==> config.mk <==
export PLATFORM = sky130hd
export DESIGN_NAME = breath_pwm_multi
export DESIGN_NICKNAME = d
export VERILOG_FILES = /design/src/rtl/breath_pkg.sv /design/src/rtl/breath_ch.sv /design/src/rtl/breath_pwm_multi.sv
export SDC_FILE = /design/constraint.sdc
export NUM_CORES = 1
export LEC_CHECK = 0
export BUFFER_PORTS_ARGS = -buffer_cell sky130_fd_sc_hd__buf_4
export CORE_MARGIN = 10
export CORE_UTILIZATION = 60
export CTS_CLUSTER_SIZE = 16
export DETAILED_ROUTE_END_ITERATION = 10
export PLACE_DENSITY = 0.82
export REMOVE_ABC_BUFFERS = 1
export SYNTH_ARGS = -nofsm -noshare
export SYNTH_HDL_FRONTEND = slang
export SYNTH_HIERARCHICAL = 1
export SYNTH_SLANG_ARGS = --single-unit
export TNS_END_PERCENT = 5
==> constraint.sdc <==
create_clock -name clk -period 4.2 [get_ports clk]
set_input_delay 0.42 -clock clk [delete_from_list [all_inputs] [get_ports clk]]
set_output_delay 0.42 -clock clk [all_outputs]
set_load 0.02 [all_outputs]
==> src/rtl/breath_pkg.sv <==
// breath_pkg: shared types and elaboration-time helpers for the breathing PWM.
//   breath_state_t : ramp phase of one channel
//   phase_step()   : duty offset between neighbouring channels at reset
//   off_level()    : pin level of an unlit LED for a given polarity
package breath_pkg;

  typedef enum logic [1:0] {
    RISE    = 2'd0,
    HOLD_HI = 2'd1,
    FALL    = 2'd2,
    HOLD_LO = 2'd3
  } breath_state_t;

  // Rounded down to a whole number of STEPs so every channel starts on a
  // duty value that the ramp itself would visit.
  function automatic int phase_step(input int duty_max, input int step, input int ch);
    return (duty_max / step / ch) * step;
  endfunction

  function automatic logic off_level(input int led_active_low);
    return (led_active_low != 32'sd0);
  endfunction

endpackage

==> src/rtl/breath_ch.sv <==
// breath_ch: one breathing channel -- ramp FSM, duty register, hold counter
// and (with BREATH_GAMMA_EN defined) a gamma-corrected compare register.
// Ports:
//   clk, rst  : clock, asynchronous active-high reset
//   advance   : one-cycle strobe on the last cycle of an unpaused frame
//   cmp_load  : (BREATH_GAMMA_EN only) cycle after frame_tick, reload compare
//   cmp       : compare value for the PWM comparator
//   dir       : 1 = rising or hold-low, 0 = falling or hold-high (registered)
module breath_ch
  import breath_pkg::*;
#(
  parameter int CNT_W       = 16,
  parameter int STEP        = 25,
  parameter int DUTY_MAX    = 5000,
  parameter int HOLD_FRAMES = 0,
  parameter int INIT_DUTY   = 0
) (
  input  logic             clk,
  input  logic             rst,
  input  logic             advance,
`ifdef BREATH_GAMMA_EN
  input  logic             cmp_load,
`endif
  output logic [CNT_W-1:0] cmp,
  output logic             dir
);

  localparam int HOLD_W = (HOLD_FRAMES > 32'sd1) ? $clog2(HOLD_FRAMES) : 32'sd1;
  localparam logic [HOLD_W-1:0] HOLD_LAST = HOLD_W'(HOLD_FRAMES - 32'sd1);
  localparam logic [CNT_W:0]    STEP_X    = (CNT_W + 1)'(STEP);
  localparam logic [CNT_W:0]    DMAX_X    = (CNT_W + 1)'(DUTY_MAX);
  localparam logic [CNT_W-1:0]  STEP_N    = CNT_W'(STEP);
  localparam logic [CNT_W-1:0]  DMAX_N    = CNT_W'(DUTY_MAX);
  localparam logic [CNT_W-1:0]  INIT_N    = CNT_W'(INIT_DUTY);

  breath_state_t     state_r, state_n_s;
  logic [CNT_W-1:0]  duty_r, duty_n_s;
  logic [HOLD_W-1:0] hold_r, hold_n_s;
  logic              dir_r, dir_n_s;
  logic [CNT_W:0]    duty_x_s, up_s;
  logic [CNT_W-1:0]  dn_s;

  // One extra bit on the rising sum so the clamp test can never wrap.
  assign duty_x_s = {1'b0, duty_r};
  assign up_s     = duty_x_s + STEP_X;
  assign dn_s     = duty_r - STEP_N;

  // Ramp FSM next state, duty and hold counter; only moves on advance.
  always_comb begin
    state_n_s = state_r;
    duty_n_s  = duty_r;
    hold_n_s  = hold_r;
    if (advance) begin
      case (state_r)
        RISE: begin
          if (up_s >= DMAX_X) begin
            duty_n_s = DMAX_N;
            if (HOLD_FRAMES == 32'sd0) begin
              state_n_s = FALL;
            end else begin
              state_n_s = HOLD_HI;
            end
          end else begin
            duty_n_s = up_s[CNT_W-1:0];
          end
        end
        HOLD_HI: begin
          if (hold_r == HOLD_LAST) begin
            hold_n_s  = {HOLD_W{1'b0}};
            duty_n_s  = dn_s;
            state_n_s = FALL;
          end else begin
            hold_n_s = hold_r + 1'b1;
          end
        end
        FALL: begin
          // duty <= STEP lands exactly on zero instead of underflowing.
          if (duty_x_s <= STEP_X) begin
            duty_n_s = {CNT_W{1'b0}};
            if (HOLD_FRAMES == 32'sd0) begin
              state_n_s = RISE;
            end else begin
              state_n_s = HOLD_LO;
            end
          end else begin
            duty_n_s = dn_s;
          end
        end
        HOLD_LO: begin
          if (hold_r == HOLD_LAST) begin
            hold_n_s  = {HOLD_W{1'b0}};
            duty_n_s  = up_s[CNT_W-1:0];
            state_n_s = RISE;
          end else begin
            hold_n_s = hold_r + 1'b1;
          end
        end
        default: begin
          state_n_s = RISE;
          duty_n_s  = {CNT_W{1'b0}};
          hold_n_s  = {HOLD_W{1'b0}};
        end
      endcase
    end else begin
      state_n_s = state_r;
    end
  end

  // Direction follows the state being entered so it lines up with duty.
  always_comb begin
    dir_n_s = 1'b1;
    case (state_n_s)
      RISE, HOLD_LO: dir_n_s = 1'b1;
      HOLD_HI, FALL: dir_n_s = 1'b0;
      default:       dir_n_s = 1'b1;
    endcase
  end

  // Channel state registers.
  always_ff @(posedge clk or posedge rst) begin
    if (rst) begin
      state_r <= RISE;
      duty_r  <= INIT_N;
      hold_r  <= {HOLD_W{1'b0}};
      dir_r   <= 1'b1;
    end else begin
      state_r <= state_n_s;
      duty_r  <= duty_n_s;
      hold_r  <= hold_n_s;
      dir_r   <= dir_n_s;
    end
  end

  assign dir = dir_r;

`ifdef BREATH_GAMMA_EN
  localparam int DW = $clog2(DUTY_MAX + 32'sd1);
  logic [2*CNT_W-1:0] sq_s;
  logic [CNT_W-1:0]   cmp_r;

  assign sq_s = {{CNT_W{1'b0}}, duty_r} * {{CNT_W{1'b0}}, duty_r};

  // Gamma compare register, reloaded once per frame so a frame never tears.
  always_ff @(posedge clk or posedge rst) begin
    if (rst) begin
      cmp_r <= {CNT_W{1'b0}};
    end else if (cmp_load) begin
      cmp_r <= CNT_W'(sq_s >> DW);
    end else begin
      cmp_r <= cmp_r;
    end
  end

  assign cmp = cmp_r;
`else
  assign cmp = duty_r;
`endif

endmodule

==> src/rtl/breath_pwm_multi.sv <==
// breath_pwm_multi: CH-channel breathing-LED PWM with one shared frame counter
// and phase-staggered ramps (travelling wave across the LED row).
// Optional feature: define BREATH_GAMMA_EN for squared (gamma) brightness.
// Ports:
//   clk, rst   : clock, asynchronous active-high reset
//   en         : global enable; low forces cnt to 0 and all LEDs off
//   pause      : freeze all ramps, PWM keeps running
//   ch_en[CH]  : per-channel output gate (ramp keeps running when gated)
//   led[CH]    : registered PWM pins, polarity set by LED_ACTIVE_LOW
//   dir[CH]    : per-channel ramp direction
//   frame_tick : one-cycle pulse on the last cycle of each frame
module breath_pwm_multi
  import breath_pkg::*;
#(
  parameter int CH             = 4,
  parameter int CNT_W          = 16,
  parameter int PERIOD         = 50000,
  parameter int STEP           = 25,
  parameter int DUTY_MAX       = 5000,
  parameter int HOLD_FRAMES    = 0,
  parameter int LED_ACTIVE_LOW = 1
) (
  input  logic          clk,
  input  logic          rst,
  input  logic          en,
  input  logic          pause,
  input  logic [CH-1:0] ch_en,
  output logic [CH-1:0] led,
  output logic [CH-1:0] dir,
  output logic          frame_tick
);

  localparam int               PHASE   = phase_step(DUTY_MAX, STEP, CH);
  localparam logic             OFF_LVL = off_level(LED_ACTIVE_LOW);
  localparam logic [CNT_W-1:0] LAST    = CNT_W'(PERIOD - 32'sd1);

  logic [CNT_W-1:0] cnt_r, cnt_n_s;
  logic             frame_tick_r;
  logic [CH-1:0]    led_r, lit_s;
  logic             advance_s;
  logic [CNT_W-1:0] cmp_s [CH];

  // Frame counter next value; disabled means parked at zero.
  always_comb begin
    cnt_n_s = {CNT_W{1'b0}};
    if (!en) begin
      cnt_n_s = {CNT_W{1'b0}};
    end else if (cnt_r == LAST) begin
      cnt_n_s = {CNT_W{1'b0}};
    end else begin
      cnt_n_s = cnt_r + 1'b1;
    end
  end

  assign advance_s = en && !pause && (cnt_r == LAST);

  // Counter, frame tick (high while cnt holds LAST) and LED pins.
  always_ff @(posedge clk or posedge rst) begin
    if (rst) begin
      cnt_r        <= {CNT_W{1'b0}};
      frame_tick_r <= 1'b0;
      led_r        <= {CH{OFF_LVL}};
    end else begin
      cnt_r        <= cnt_n_s;
      frame_tick_r <= en && (cnt_n_s == LAST);
      led_r        <= {CH{OFF_LVL}} ^ (en ? lit_s : {CH{1'b0}});
    end
  end

`ifdef BREATH_GAMMA_EN
  logic cmp_load_r;

  // Delayed tick: channels reload their gamma compare on the first frame cycle.
  always_ff @(posedge clk or posedge rst) begin
    if (rst) begin
      cmp_load_r <= 1'b0;
    end else begin
      cmp_load_r <= frame_tick_r;
    end
  end
`endif

  for (genvar g = 0; g < CH; g++) begin : g_ch
    breath_ch #(
      .CNT_W      (CNT_W),
      .STEP       (STEP),
      .DUTY_MAX   (DUTY_MAX),
      .HOLD_FRAMES(HOLD_FRAMES),
      .INIT_DUTY  (g * PHASE)
    ) u_ch (
      .clk     (clk),
      .rst     (rst),
      .advance (advance_s),
`ifdef BREATH_GAMMA_EN
      .cmp_load(cmp_load_r),
`endif
      .cmp     (cmp_s[g]),
      .dir     (dir[g])
    );

    assign lit_s[g] = ch_en[g] && (cnt_r < cmp_s[g]);
  end

  assign led        = led_r;
  assign frame_tick = frame_tick_r;

endmodule

==> flow_summary.html <==
<table>
<tr><th>Metric</th><th>Value</th></tr>
<tr><th colspan="2">Run status</th></tr>
<tr><td>Result of the run</td><td>finished clean</td></tr>
<tr><th colspan="2">Synth</th></tr>
<tr><td>Asr flop ratio synth</td><td>between 90% and 100%</td></tr>
<tr><td>Synth warn</td><td>6</td></tr>
<tr><td>Synthesized area per cell</td><td>7.836 µm²</td></tr>
<tr><td>Share of the synthesized area in the top cell type</td><td>17.88%</td></tr>
<tr><td>Primary flip-flop cell chosen by synthesis mapping</td><td>sky130_fd_sc_hd__dfrtp_1</td></tr>
<tr><td>Share of cell area taken by muxes after synthesis</td><td>1.918%</td></tr>
<tr><td>Sequential cell area fraction in the yosys report</td><td>around 24%</td></tr>
<tr><td>Most area-hungry cell type in the Yosys netlist</td><td>sky130_fd_sc_hd__dfrtp_1</td></tr>
<tr><td>Summed instance area of the synthesized netlist</td><td>about 0.011 mm²</td></tr>
<tr><td>Cells after synthesis</td><td>roughly 1400</td></tr>
<tr><td>Top cells by instance count after synthesis</td><td>sky130_fd_sc_hd__nor2_1 (117), sky130_fd_sc_hd__a21oi_1 (105), sky130_fd_sc_hd__inv_1 (103)</td></tr>
<tr><td>Synthesized-area fraction occupied by xor and xnor cells</td><td>6.342%</td></tr>
<tr><td>Post-synthesis share of cell area spent on and, or, nand and nor gates</td><td>23.85%</td></tr>
<tr><td>Synth Area in Adders</td><td>8.589%</td></tr>
<tr><td>Most common cell in the netlist</td><td>sky130_fd_sc_hd__nor2_1</td></tr>
<tr><td>Post-synth cell types</td><td>a little over 80</td></tr>
<tr><td>Largest family of logic cells by synthesized area</td><td>compound AO/OA/AOI/OAI gates</td></tr>
<tr><td>Cell types occupying the most area after synthesis</td><td>sky130_fd_sc_hd__dfrtp_1 (18%), sky130_fd_sc_hd__ha_1 (8.6%), sky130_fd_sc_hd__dfstp_2 (6.2%), sky130_fd_sc_hd__a21oi_1 (4.9%), sky130_fd_sc_hd__o21ai_0 (4.4%)</td></tr>
<tr><td>EDFF count, synth</td><td>0</td></tr>
<tr><td>Fraction of the mapped netlist area in compound gates</td><td>27.12%</td></tr>
<tr><td>Register bit total from synthesis</td><td>101</td></tr>
<tr><th colspan="2">Finish</th></tr>
<tr><td>Final std cells w/o fill</td><td>1534</td></tr>
<tr><td>Layout fillers</td><td>1486</td></tr>
<tr><td>Synth-to-layout area growth</td><td>2.577%</td></tr>
<tr><td>Final Instance Area</td><td>0.01091 mm²</td></tr>
<tr><td>Ant. Diodes</td><td>0</td></tr>
<tr><td>Final nets</td><td>around 1400</td></tr>
<tr><td>Layout cells sized above 1</td><td>8.862%</td></tr>
<tr><th colspan="2">Worst setup path</th></tr>
<tr><td>Capture point of the worst reg-to-reg path</td><td>g_ch[1].u_ch/cmp[2]$_DFFE_PP0P_</td></tr>
<tr><td>Worst setup slack for register-to-register paths</td><td>0.85 ns</td></tr>
<tr><td>Category of the critical setup timing path</td><td>reg -&gt; reg</td></tr>
<tr><td>Reg2Reg Depth</td><td>9</td></tr>
<tr><td>Data arrival, critical path</td><td>3.60 ns</td></tr>
<tr><td>CP Capture Type</td><td>flop</td></tr>
<tr><td>Worst reg2reg startpoint</td><td>cnt_r[1]$_DFF_PP0_</td></tr>
<tr><td>Kind of start point of the critical path</td><td>flop</td></tr>
<tr><td>Data required time at the worst endpoint</td><td>4.45 ns</td></tr>
<tr><td>Worst-path maximum fanout</td><td>32</td></tr>
<tr><th colspan="2">Placed design</th></tr>
<tr><td>Area after DPL</td><td>0.01063 mm²</td></tr>
<tr><td>Routability Congestion</td><td>0.9666</td></tr>
<tr><td>Final HPWL DP</td><td>just over 20000 µm</td></tr>
<tr><td>Cell total after placement</td><td>1518</td></tr>
<tr><td>PortBufs</td><td>16</td></tr>
<tr><th colspan="2">Clock tree</th></tr>
<tr><td>Total CTS buffers</td><td>9</td></tr>
<tr><td>Clock Pin Slew Worst Setup and Hold Paths</td><td>0.08 ns</td></tr>
<tr><td>Number of hold-repair buffers added at the cts stage</td><td>0</td></tr>
<tr><td>Clock H-tree levels</td><td>3</td></tr>
<tr><td>Post-CTS setup-driven buffer insertion count</td><td>0</td></tr>
<tr><td>Clock insertion delay at the later pin of the skew report</td><td>between 0.3 and 0.4 ns</td></tr>
<tr><td>CTS tree</td><td>done</td></tr>
<tr><td>Root buffer cell</td><td>sky130_fd_sc_hd__clkbuf_16</td></tr>
<tr><td>Post-cts repair resize count</td><td>0</td></tr>
<tr><td>Number of clock sinks</td><td>approximately 100</td></tr>
<tr><td>Buffers from clock root to sink, at most</td><td>2</td></tr>
<tr><th colspan="2">GRT</th></tr>
<tr><td>Total global routing overflow</td><td>0</td></tr>
<tr><td>Number of global-route vias before repair</td><td>9630</td></tr>
<tr><td>Overall routing resource usage</td><td>between 20% and 30%</td></tr>
<tr><td>Antenna violations before repair</td><td>0</td></tr>
<tr><td>Maximum number of pins on one net before global-route repair</td><td>33</td></tr>
<tr><td>Global-route wire length before repair</td><td>~47000 µm</td></tr>
<tr><th colspan="2">Timing</th></tr>
<tr><td>Fin. max-slew vios</td><td>0</td></tr>
<tr><td>Total of endpoints with negative setup slack in the final report</td><td>0</td></tr>
<tr><td>Shortest clock period the worst path allows after layout</td><td>3.348 ns</td></tr>
<tr><td>Slew at the pin closest to its max-slew limit</td><td>0.8310 ns</td></tr>
<tr><td>Max transition margin</td><td>44.54%</td></tr>
<tr><td>Clock skew</td><td>0.009608 ns</td></tr>
<tr><td>Number of failing hold endpoints at the final stage</td><td>0</td></tr>
<tr><td>Final period utilization</td><td>79.73%</td></tr>
<tr><td>Unrepaired setup endpoints after global routing</td><td>no</td></tr>
<tr><td>Fmax</td><td>298.6 MHz</td></tr>
<tr><th colspan="2">Power and ir drop</th></tr>
<tr><td>Share of total power in the clock network</td><td>44.4%</td></tr>
<tr><td>Cell leakage power</td><td>4.139 nW</td></tr>
<tr><td>Fraction of power consumed by sequential logic</td><td>52.4%</td></tr>
<tr><td>Worst IR Drop VDD</td><td>about 230 µV</td></tr>
<tr><td>Switching component of the power</td><td>480.5 µW</td></tr>
<tr><td>Power Density</td><td>172.7 mW/mm²</td></tr>
<tr><td>Switching share of total power</td><td>25.51%</td></tr>
<tr><td>Proportion of power drawn by combinational gates</td><td>3.2%</td></tr>
<tr><td>Int Pwr</td><td>1.403 mW</td></tr>
<tr><th colspan="2">Floorplan</th></tr>
<tr><td>Number of I/O pins</td><td>17</td></tr>
<tr><td>Starting utilization of the core area</td><td>a little over 60%</td></tr>
<tr><td>Area of the core</td><td>0.01736 mm²</td></tr>
<tr><td>Full die area</td><td>0.02345 mm²</td></tr>
<tr><td>Horizontal die dimension</td><td>between 150 and 200 µm</td></tr>
<tr><td>Die Y-Extent</td><td>153.1 µm</td></tr>
<tr><td>FP Rows</td><td>48</td></tr>
<tr><th colspan="2">Flow run</th></tr>
<tr><td>Number of maximum-capacitance violations</td><td>0</td></tr>
<tr><th colspan="2">Drt</th></tr>
<tr><td>Final antenna-violating net count</td><td>0</td></tr>
<tr><td>Routed WL per cell</td><td>19.23 µm</td></tr>
<tr><td>Vias per Instance</td><td>slightly below 7</td></tr>
<tr><td>Overall routed net length</td><td>roughly 30000 µm</td></tr>
<tr><td>Detailed-route DRC error count</td><td>0</td></tr>
<tr><td>Number of detailed-routing iterations run before antenna repair</td><td>6</td></tr>
<tr><td>DR vias</td><td>roughly 11000</td></tr>
<tr><td>DRT iter0 DRCs</td><td>1635</td></tr>
<tr><th colspan="2">Min path</th></tr>
<tr><td>Worst min-delay path class</td><td>in -&gt; async</td></tr>
</table>
state kept, by name, indices dropped and copies added (netlist names):
signal / flops
g_ch.u_ch/state_r: 8
g_ch.u_ch/hold_r: 4
g_ch.u_ch/dir: 4
frame_tick: 1
cnt_r: 16
g_ch.u_ch/cmp: 64
led: 4
cells by family (layout without fill, tap and decap cells):
| kind of cell | Yosys count | in the layout |
|---|---|---|
| and+or+nand+nor | 477 | 477 |
| AOI/OAI and AO/OA | 417 | 417 |
| buffers and inverters | 192 | 144 |
| DFF | 101 | 101 |
| xor gates and xnor gates | 77 | 77 |
| adders and majority gates | 73 | 73 |
| muxes | 20 | 20 |
metrics by stage:
step	TNS (ns)	setup slack, ns	util [%]	hold WS [ns]	power [mW]
after floorplan	-80.37	-2.267	-	0.3779	1.040
after global placement	0	0.9854	61.25	0.5506	1.065
after detailed placement	0	0.9056	61.25	0.5483	1.067
after CTS	0	0.8652	62.85	0.2708	1.894
after global routing	0	0.6093	62.85	0.3236	1.932
final	0	0.8515	62.85	0.2554	1.883
worst max-delay path, stage by stage, from the launching register on:
cell	delay, ns
sky130_fd_sc_hd__dfrtp_1	0.54
sky130_fd_sc_hd__ha_1	0.32
sky130_fd_sc_hd__nand3_4	0.12
sky130_fd_sc_hd__or4_4	0.59
sky130_fd_sc_hd__nor3b_2	0.20
sky130_fd_sc_hd__buf_4	0.35
sky130_fd_sc_hd__o21a_1	0.55
sky130_fd_sc_hd__o221ai_1	0.25
sky130_fd_sc_hd__o21ai_0	0.19
sky130_fd_sc_hd__a21oi_1	0.08
layout by cell type (no fill, tap or decap), types with 8 or more instances in the layout:
master | synthesis | final
sky130_fd_sc_hd__o22ai_1 | 18 | 18
sky130_fd_sc_hd__a31oi_1 | 18 | 18
sky130_fd_sc_hd__o221ai_1 | 26 | 26
sky130_fd_sc_hd__mux2i_1 | 17 | 17
sky130_fd_sc_hd__and4_1 | 10 | 10
sky130_fd_sc_hd__inv_1 | 103 | 103
sky130_fd_sc_hd__nand2_1 | 99 | 99
sky130_fd_sc_hd__o21ai_0 | 94 | 93
sky130_fd_sc_hd__dfstp_2 | 25 | 25
sky130_fd_sc_hd__nand2b_1 | 16 | 16
sky130_fd_sc_hd__a311oi_1 | 8 | 8
sky130_fd_sc_hd__nor4b_1 | 8 | 8
sky130_fd_sc_hd__or3_1 | 16 | 16
sky130_fd_sc_hd__xor2_1 | 28 | 28
sky130_fd_sc_hd__clkbuf_16 | 0 | 9
sky130_fd_sc_hd__ha_1 | 73 | 73
sky130_fd_sc_hd__nor4_1 | 20 | 20
sky130_fd_sc_hd__nor3_1 | 43 | 43
sky130_fd_sc_hd__nand3_1 | 48 | 48
sky130_fd_sc_hd__and2_1 | 10 | 10
sky130_fd_sc_hd__dfrtp_1 | 76 | 76
sky130_fd_sc_hd__nand4_1 | 20 | 20
sky130_fd_sc_hd__o211ai_1 | 9 | 9
sky130_fd_sc_hd__nor2_1 | 117 | 117
sky130_fd_sc_hd__o21ai_1 | 10 | 11
sky130_fd_sc_hd__buf_4 | 10 | 25
sky130_fd_sc_hd__nor2b_1 | 22 | 22
sky130_fd_sc_hd__a21o_1 | 10 | 10
sky130_fd_sc_hd__a211oi_1 | 11 | 11
sky130_fd_sc_hd__xnor2_1 | 49 | 49
sky130_fd_sc_hd__and3_1 | 9 | 9
sky130_fd_sc_hd__a21oi_1 | 105 | 105
power by group through the flow:
stage / registers (mW) / logic, mW / clock network [mW]
finish: 0.987 / 0.0605 / 0.836
floorplan: 1.01 / 0.0348 / 0
CTS: 0.987 / 0.0625 / 0.845
global placement: 1.00 / 0.0603 / 0
detailed placement: 1.01 / 0.0618 / 0
global route: 0.988 / 0.0693 / 0.875
worst max path at each step:
stage | from | end | slack, ns | depth (start not counted)
2_1_floorplan | cnt_r[1]$_DFF_PP0_ | g_ch[1].u_ch/cmp[15]$_DFFE_PP0P_ | -2.27 | 8
3_3_place_gp | cnt_r[1]$_DFF_PP0_ | g_ch[1].u_ch/cmp[2]$_DFFE_PP0P_ | 0.99 | 9
3_5_place_dp | cnt_r[1]$_DFF_PP0_ | g_ch[1].u_ch/cmp[4]$_DFFE_PP0P_ | 0.91 | 8
4_1_cts | cnt_r[1]$_DFF_PP0_ | g_ch[1].u_ch/cmp[2]$_DFFE_PP0P_ | 0.87 | 9
5_1_grt | cnt_r[1]$_DFF_PP0_ | g_ch[1].u_ch/cmp[2]$_DFFE_PP0P_ | 0.61 | 9
6_report | cnt_r[1]$_DFF_PP0_ | g_ch[1].u_ch/cmp[2]$_DFFE_PP0P_ | 0.85 | 9
routing by layer:
metal  up-vias  share of wire, %  GRT usage (%)
met1      4993                42          30.96
met5         -                 0              0
met3        72               9.4          4.068
met2       639                47          38.06
li1       4902                 -              -
met4         0               1.7          7.175
layout make-up:
class,instances,area [µm²],share of cell area [%]
tap,225,281.5,2.581
multi-input combinational,1064,7217,66.16
timing repair buffer,25,187.7,1.721
clock inverter,7,51.30,0.4703
clock buffer,9,225.2,2.065
sequential,101,2559,23.46
inverter,103,386.6,3.544
No activity file was read; power rests on OpenSTA's default activity.
